File: config.mk
export PLATFORM = sky130hd
export DESIGN_NAME = demux_1xn_fifo_flat
export DESIGN_NICKNAME = d
export VERILOG_FILES = /design/src/rtl/demux_1xn_fifo_if.sv /design/src/rtl/demux_1xn_fifo.sv /design/src/flat_wrapper.sv
export SDC_FILE = /design/constraint.sdc
export NUM_CORES = 1
export LEC_CHECK = 0
export BUFFER_PORTS_ARGS = -buffer_cell sky130_fd_sc_hd__buf_4
export CAP_MARGIN = 40
export CORE_MARGIN = 10
export CORE_UTILIZATION = 40
export CTS_BUF_LIST = sky130_fd_sc_hd__clkbuf_8
export DETAILED_ROUTE_END_ITERATION = 10
export PLACE_DENSITY = 0.63
export RECOVER_POWER = 50
export SLEW_MARGIN = 15
export SYNTH_ARGS = -nofsm -noshare
export SYNTH_HDL_FRONTEND = slang
export SYNTH_SLANG_ARGS = --single-unit
File: constraint.sdc
create_clock -name clk -period 2.3 [get_ports clk]
set_input_delay 0 -clock clk [delete_from_list [all_inputs] [get_ports clk]]
set_output_delay 0 -clock clk [all_outputs]
set_load 0.01 [all_outputs]
File: src/rtl/demux_1xn_fifo_if.sv
`default_nettype none
// ============================================================================
//  Module      : demux_1xn_fifo_if
//  Description : Ingress/egress handshake bundle of the 1-to-N FIFO demux.
//  Revision    : 1.0
// ============================================================================
interface demux_1xn_fifo_if #(
    parameter int DATA_W = 8,
    parameter int N_OUT  = 4,
    parameter int SEL_W  = 2,
    parameter int CNT_W  = 8
);
    logic [DATA_W-1:0]       dataIn;
    logic                    validIn;
    logic [SEL_W-1:0]        selector;
    logic                    readyIn;
    logic [N_OUT*DATA_W-1:0] dataOut;
    logic [N_OUT-1:0]        validOut;
    logic [N_OUT-1:0]        readyOut;
    logic [N_OUT-1:0]        fifoFull;
    logic [CNT_W-1:0]        dropCount;

    modport master (
        output dataIn, validIn, selector, readyOut,
        input  readyIn, dataOut, validOut, fifoFull, dropCount
    );

    modport slave (
        input  dataIn, validIn, selector, readyOut,
        output readyIn, dataOut, validOut, fifoFull, dropCount
    );
endinterface
`default_nettype wire

File: src/rtl/demux_1xn_fifo.sv
`default_nettype none
// ============================================================================
//  Module      : demux_1xn_fifo
//  Description : 1-to-N demultiplexer with per-channel FWFT FIFOs, valid/ready
//                handshake and a saturating counter of out-of-range drops.
//  Revision    : 1.0
// ============================================================================
module demux_1xn_fifo #(
    parameter int DATA_W     = 8,
    parameter int N_OUT      = 4,
    parameter int SEL_W      = 2,
    parameter int FIFO_DEPTH = 4,
    parameter int CNT_W      = 8
) (
    input wire               clk,
    input wire               reset,
    demux_1xn_fifo_if.slave  bus
);
    localparam int                c_PTR_W    = $clog2(FIFO_DEPTH);
    localparam logic [SEL_W:0]    c_N_OUT    = (SEL_W+1)'(N_OUT);
    localparam logic [c_PTR_W-1:0] c_PTR_ONE = c_PTR_W'(1);
    localparam logic [c_PTR_W:0]  c_CNT_ONE  = (c_PTR_W+1)'(1);
    localparam logic [c_PTR_W:0]  c_CNT_FULL = (c_PTR_W+1)'(FIFO_DEPTH);
    localparam logic [CNT_W-1:0]  c_DROP_MAX = '1;
    localparam logic [CNT_W-1:0]  c_DROP_ONE = CNT_W'(1);

    logic             w_sel_ok;
    logic             w_full_sel;
    logic             w_ready_in;
    logic             w_accept;
    logic [N_OUT-1:0] w_full;
    logic [CNT_W-1:0] r_drop_cnt;

    assign w_sel_ok = ({1'b0, bus.selector} < c_N_OUT);

    always_comb begin
        w_full_sel = 1'b0;
        for (int k = 0; k < N_OUT; k++) begin
            if (bus.selector == SEL_W'(k)) begin
                w_full_sel = w_full[k];
            end
        end
    end

    // Readiness looks only at fullness, never at this cycle's pop.
    assign w_ready_in    = w_sel_ok ? !w_full_sel : 1'b1;
    assign w_accept      = bus.validIn && w_ready_in;
    assign bus.readyIn   = w_ready_in;
    assign bus.fifoFull  = w_full;
    assign bus.dropCount = r_drop_cnt;

    always_ff @(posedge clk or negedge reset) begin
        if (!reset) begin
            r_drop_cnt <= '0;
        end else if (w_accept && !w_sel_ok && (r_drop_cnt != c_DROP_MAX)) begin
            r_drop_cnt <= r_drop_cnt + c_DROP_ONE;
        end
    end

    for (genvar i = 0; i < N_OUT; i++) begin : g_ch
        logic [DATA_W-1:0]  r_mem [FIFO_DEPTH];
        logic [c_PTR_W-1:0] r_wptr;
        logic [c_PTR_W-1:0] r_rptr;
        logic [c_PTR_W:0]   r_count;
        logic               w_push;
        logic               w_pop;

        assign w_push = w_accept && w_sel_ok && (bus.selector == SEL_W'(i));
        assign w_pop  = (r_count != '0) && bus.readyOut[i];

        // Storage is cleared too so the head word reads zero out of reset.
        always_ff @(posedge clk or negedge reset) begin
            if (!reset) begin
                for (int k = 0; k < FIFO_DEPTH; k++) begin
                    r_mem[k] <= '0;
                end
                r_wptr  <= '0;
                r_rptr  <= '0;
                r_count <= '0;
            end else begin
                if (w_push) begin
                    r_mem[r_wptr] <= bus.dataIn;
                    r_wptr        <= r_wptr + c_PTR_ONE;
                end
                if (w_pop) begin
                    r_rptr <= r_rptr + c_PTR_ONE;
                end
                case ({w_push, w_pop})
                    2'b10:   r_count <= r_count + c_CNT_ONE;
                    2'b01:   r_count <= r_count - c_CNT_ONE;
                    default: r_count <= r_count;
                endcase
            end
        end

        assign bus.dataOut[i*DATA_W +: DATA_W] = r_mem[r_rptr];
        assign bus.validOut[i]                 = (r_count != '0);
        assign w_full[i]                       = (r_count == c_CNT_FULL);
    end

endmodule
`default_nettype wire

File: src/flat_wrapper.sv
// flat-port wrapper written by rule: the top's interface ports become plain ports
module demux_1xn_fifo_flat 
#(
    parameter int DATA_W     = 8,
    parameter int N_OUT      = 4,
    parameter int SEL_W      = 2,
    parameter int FIFO_DEPTH = 4,
    parameter int CNT_W      = 8
)
  (clk, reset, bus_dataIn, bus_validIn, bus_selector, bus_readyOut, bus_readyIn, bus_dataOut, bus_validOut, bus_fifoFull, bus_dropCount);
  demux_1xn_fifo_if #(.DATA_W(DATA_W), .N_OUT(N_OUT), .SEL_W(SEL_W), .CNT_W(CNT_W)) bus_i ();
  input wire clk;
  input wire reset;
  input wire logic [$bits(bus_i.dataIn)-1:0] bus_dataIn;
  input wire logic [$bits(bus_i.validIn)-1:0] bus_validIn;
  input wire logic [$bits(bus_i.selector)-1:0] bus_selector;
  input wire logic [$bits(bus_i.readyOut)-1:0] bus_readyOut;
  output wire logic [$bits(bus_i.readyIn)-1:0] bus_readyIn;
  output wire logic [$bits(bus_i.dataOut)-1:0] bus_dataOut;
  output wire logic [$bits(bus_i.validOut)-1:0] bus_validOut;
  output wire logic [$bits(bus_i.fifoFull)-1:0] bus_fifoFull;
  output wire logic [$bits(bus_i.dropCount)-1:0] bus_dropCount;
  assign bus_i.dataIn = bus_dataIn;
  assign bus_i.validIn = bus_validIn;
  assign bus_i.selector = bus_selector;
  assign bus_i.readyOut = bus_readyOut;
  assign bus_readyIn = bus_i.readyIn;
  assign bus_dataOut = bus_i.dataOut;
  assign bus_validOut = bus_i.validOut;
  assign bus_fifoFull = bus_i.fifoFull;
  assign bus_dropCount = bus_i.dropCount;
  demux_1xn_fifo #(.DATA_W(DATA_W), .N_OUT(N_OUT), .SEL_W(SEL_W), .FIFO_DEPTH(FIFO_DEPTH), .CNT_W(CNT_W)) u_core (.clk(clk), .reset(reset), .bus(bus_i));
endmodule
# After elaboration in Yosys (flattened, before gate mapping)
# Cells that the tools add are included.
# totals
regBits	156
inputBits	17
out_inout_bits	49
elab_cells	134
# classes
n_addsub	16
order_cmp	12
eq_ne	15
n_mux	32
bitwise	8
reduce_logical	23
# ops
cell	n
32-bit bitwise mux	4
8-bit two-way mux	12
8-bit binary-select mux with 2-bit select	4
8-bit demux with 2-bit select	4
3-bit greater-or-equal comparator (second input constant)	8
2-bit NOT with 3-bit output	8
3-bit case mux with 2 select lines	4
2-bit by 1-bit adder with 2-bit output (second input constant)	8
1-bit logical AND	13
3-bit by 1-bit adder with 3-bit output (second input constant)	4
2-bit == test (second input constant)	6
3-bit == test (second input constant)	4
3-bit by 1-bit < comparator with 1-bit output (second input constant)	4
3-bit nonzero test	4
3-bit by 1-bit subtractor with 3-bit output (second input constant)	4
2-bit by 1-bit == test with 1-bit output (second input constant)	5
2-bit nonzero test	4
1-bit two-way mux	4
2-bit logical NOT	1
1-bit logical NOT	1

# Logic depth before layout (Yosys ltp)
# depth
word_depth	10
depth_mapped	11
mapped_depth_nobuf	11

# Worst setup path before layout
# Ideal clock, no wire load.
# synth_timing
path_type	register -> register
from	reg u_core.g_ch[2].r_count[1]
to	reg u_core.g_ch[2].r_count[2]
setup_ns	0.079
arrival_time_ns	2.214
slack_ns	0.007
path_stages_with_launch	10
path_buffers	0
cell_sequence	dfrtp_1 -> or3b_2 -> and3_2 -> inv_1 -> ha_1 -> inv_1 -> fa_1 -> xor2_1 -> nor2_1 -> xor2_1
# synth_via
elab_chain_len	8
# synth_lines
element	line_no	source
from (decl)	demux_1xn_fifo.sv:64	logic [c_PTR_W:0] r_count;
from (signal assigned)	demux_1xn_fifo.sv:89	2'b10: r_count <= r_count + c_CNT_ONE;
from (signal assigned)	demux_1xn_fifo.sv:90	2'b01: r_count <= r_count - c_CNT_ONE;
from (signal assigned)	demux_1xn_fifo.sv:91	default: r_count <= r_count;
3-bit == test	demux_1xn_fifo.sv:98	assign w_full[i] = (r_count == c_CNT_FULL);
1-bit two-way mux (2 in series)	demux_1xn_fifo.sv:39	if (bus.selector == SEL_W'(k)) begin
1-bit logical NOT	demux_1xn_fifo.sv:46	assign w_ready_in = w_sel_ok ? !w_full_sel : 1'b1;
1-bit logical AND	demux_1xn_fifo.sv:47	assign w_accept = bus.validIn && w_ready_in;
1-bit logical AND	demux_1xn_fifo.sv:68	assign w_push = w_accept && w_sel_ok && (bus.selector == SEL_W'(i));
2-bit by 1-bit == test with 1-bit output / 2-bit == test (equally long branches)	demux_1xn_fifo.sv:88	case ({w_push, w_pop})
3-bit case mux with 2 select lines / 2-bit nonzero test (equally long branches)	-	
# Several ways; a longest one is shown, not always the timed one.
# A chain may end at the register's enable or synchronous reset.

# Worst setup path after layout
# Same ends and word-level chain as after synthesis.

==> flow_summary_export.csv <==
group,metric,value,unit
die,die_area,0.0246,mm²
grt,grtUsageTotal,13.4,%
cells_and_area,nFillCells,1539,
clocking,cts_buffer_depth,2,
critical_path,ff2ff_path_depth,9,
clocking,htreeDepth,4,
sta,hold_viol,0,
critical_path,path_class,"reg2reg",
sta,slew_viol_final,86,
critical_path,cp_data_required_time,2.69,ns
cells_and_area,drive_gt1_share,49.7,%
pwr,power_leakage,0.00391,µW
worst_hold_path,holdCritStartpoint,"bus_selector[1]",
grt,overflow,0,
critical_path,crit_fanout,2,
grt,grt_pass1_vias,4719,
cells_and_area,synthToLayoutAreaGrowth,18.2,%
die,io_pins,66,
placed_design,portBuffers,57,
sta,tns,0,ns
critical_path,crit_path_start_kind,"flop",
cells_and_area,multi_input_area,0.00335,mm²
routing,vias,4183,
run,maxCapViolCount,1,
routing,first_iter_violations,177,
routing,viasPerCell,5.13,
die,fp.dieW,157,µm
critical_path,r2r_end,"u_core.g_ch[2].r_count[2]$_DFFE_PN0P_",
sta,relSlewSlack,-27.5,%
routing,drt_wl_total,15600,µm
grt,grt_max_degree,87,
critical_path,crit_start,"u_core.g_ch[2].r_count[1]$_DFFE_PN0P_",
pwr,total_power,12500,µW
critical_path,end_kind,"flop",
sta,tightest_slew,1.91,ns
die,start_util,41.1,%
clocking,root_buffer,"clkbuf_8",
run_status,status,"complete, but fails checks",
sta,period_minus_slack,2.21,ns
sta,clock.fmax,0.452,GHz
yosys,yosys.cell_count.top_type,"dfrtp_1",
yosys,syn_area_per_cell,15.5,µm²
yosys,netlist.area_leader.share,52.2,%
yosys,synth.largest_area_cell,"dfrtp_1",
pwr,vdd_drop_max,0.000505,V
placed_design,detailed_place_hpwl,10700,µm
placed_design,gp_congestion,0.764,
die,rows,49,
die,core_area,0.0182,mm²
yosys,yosysUniqueCellTypes,39,
critical_path,arrival,2.60,ns
yosys,async_reset_ff_share,100,%
sta,rsz0062_at_grt,"false",
clocking,cts.reportedPaths.clkPinSlew,0.09,ns
grt,grt_pass1_wl,25300,µm
grt,antenna_found_initial,0,
routing,drc,0,
placed_design,place_area,0.00823,mm²
routing,dr.pass1.iters,4,
sta,timing.final.crit_share,96.2,%
run_status,violations,"capacitance limit, slew limit",
critical_path,critPathCapture,"u_core.g_ch[2].r_count[2]$_DFFE_PN0P_",
critical_path,worstReg2RegStart,"u_core.g_ch[2].r_count[1]$_DFFE_PN0P_",
yosys,seq_area_frac_synth,52.2,%
yosys,netlist_instances,483,
yosys,synth_seq_cells,156,
yosys,ys_warn_count,0,
routing,wl_per_cell,19.1,µm
routing,antenna_left,0,
cells_and_area,fin_area,0.00884,mm²
worst_hold_path,hold_path.class,"in2reg",
die,die_h,157,µm
critical_path,regToRegSetupSlack,0.09,ns
cells_and_area,diodes,0,
yosys,ys.flop_type,"dfrtp_1",
clocking,cts_sinks,156,
yosys,synth_area,0.00748,mm²
sta,finClkSkew,0.0107,ns
yosys,synth-edff-count,0,
sta,setup_viol,0,
clocking,cts-buffers-inserted,17,
clocking,cts_tree,"yes",
yosys,synth_area_leaders,"dfrtp_1, mux2_2, mux4_2, ha_1, nor3_4",
cells_and_area,register_area,0.00390,mm²
cells_and_area,layout.nets,614,
yosys,synth_common_cells,"dfrtp_1, mux2_2, mux4_2",
pwr,power.density,1420,mW/mm²
clocking,worstSkewPairLatency,0.46,ns
[what timing repair did]
item	CTS	global route
endpoints found under the setup margin	0	2
gates resized for setup	0	4
hold endpoints to repair	218	0
setup buffers	0	3
hold buffers	13	0
[cell type report]
cell class	count	area share [%]
clock buffers	18	2.80
clock inverters	14	2.73
inverters	27	1.20
multi-input cells	278	37.9
flip-flops and latches	156	44.1
well taps	229	3.24
repair buffers	93	7.98
[routing by layer]
layer | GRT usage, % | part of all wire, %
met5 | 0 | 0
met1 | 16.2 | 43
met3 | 2.93 | 3.8
met2 | 22.5 | 51
met4 | 6.34 | 1.9
[power by group]
part,internal [µW],leakage [µW],switching [µW],total [µW]
Sequential,4080,0.00191,1040,5120
Clock,1440,0.000237,1040,2480
Combinational,3020,0.00176,1910,4930
Total,8530,0.00391,4000,12500
[how the worst min path moves through the flow]
| stage | slack (ns) | cells after the start | end |
|---|---|---|---|
| after floorplan | -0.30 | 0 | u_core.g_ch[0].r_count[0]$_DFFE_PN0P_ |
| after global placement | 0.11 | 1 | u_core.g_ch[2].r_mem[14]$_DFFE_PN0P_ |
| after detailed placement | 0.12 | 1 | u_core.g_ch[2].r_mem[6]$_DFFE_PN0P_ |
| after CTS | 0.13 | 3 | u_core.g_ch[0].r_wptr[0]$_DFFE_PN0P_ |
| after global routing | 0.21 | 4 | u_core.g_ch[3].r_mem[10]$_DFFE_PN0P_ |
| final | 0.19 | 4 | u_core.g_ch[3].r_mem[10]$_DFFE_PN0P_ |
[kinds of logic after synthesis]
family / share of synthesized area, %
muxes: 30.1
DFF: 52.2
buffers and inverters: 3.53
and+or+nand+nor: 6.32
adders and majority gates: 4.42
xor gates and xnor gates: 2.81
AOI/OAI and AO/OA: 0.619
other: 0.0501
[critical path, cell delays in order, from the launching register on]
cell     delay [ns]
dfrtp_1        0.38
or3b_2         0.48
and3_4         0.19
inv_1          0.05
ha_2           0.17
inv_1          0.06
fa_2           0.38
xor2_1         0.14
nor2_1         0.12
xor2_1         0.16
[sequential cells by signal, summed over array words and instances (netlist names)]
name	flops
u_core.g_ch.r_mem	128
u_core.g_ch.r_wptr	8
u_core.g_ch.r_rptr	8
u_core.g_ch.r_count	12
[cell usage in the layout, fill, tap and decap left out, types with 2 or more instances in the layout]
master / count
dfrtp_1: 156
mux2_2: 127
buf_4: 66
mux4_2: 33
inv_1: 25
ha_1: 18
clkbuf_8: 18
nand2_1: 14
dlygate4sd3_1: 13
xnor2_1: 12
xor2_1: 12
nor3_4: 8
conb_1: 8
clkbuf_1: 8
bufinv_16: 6
mux2_1: 5
nor4b_4: 4
nor2_1: 4
nand4b_2: 4
clkinv_4: 3
o31a_1: 3
or3_1: 3
fa_1: 3
clkinvlp_4: 3
inv_2: 2
o21ai_0: 2
mux2i_1: 2
ha_2: 2
inv_6: 2
clkbuf_2: 2
clkbuf_4: 2
[stage by stage]
stage,instances,setup WS [ns],hold WS (ns),utilization (%)
floorplan,490,0.00691,-0.296,-
global placement,767,0.111,0.110,45.2
detailed placement,767,0.0456,0.123,45.2
CTS,812,0.0107,0.133,48.6
global route,815,0.00461,0.207,48.6
finish,815,0.0878,0.194,48.6
(Power assumes the default switching activity.)
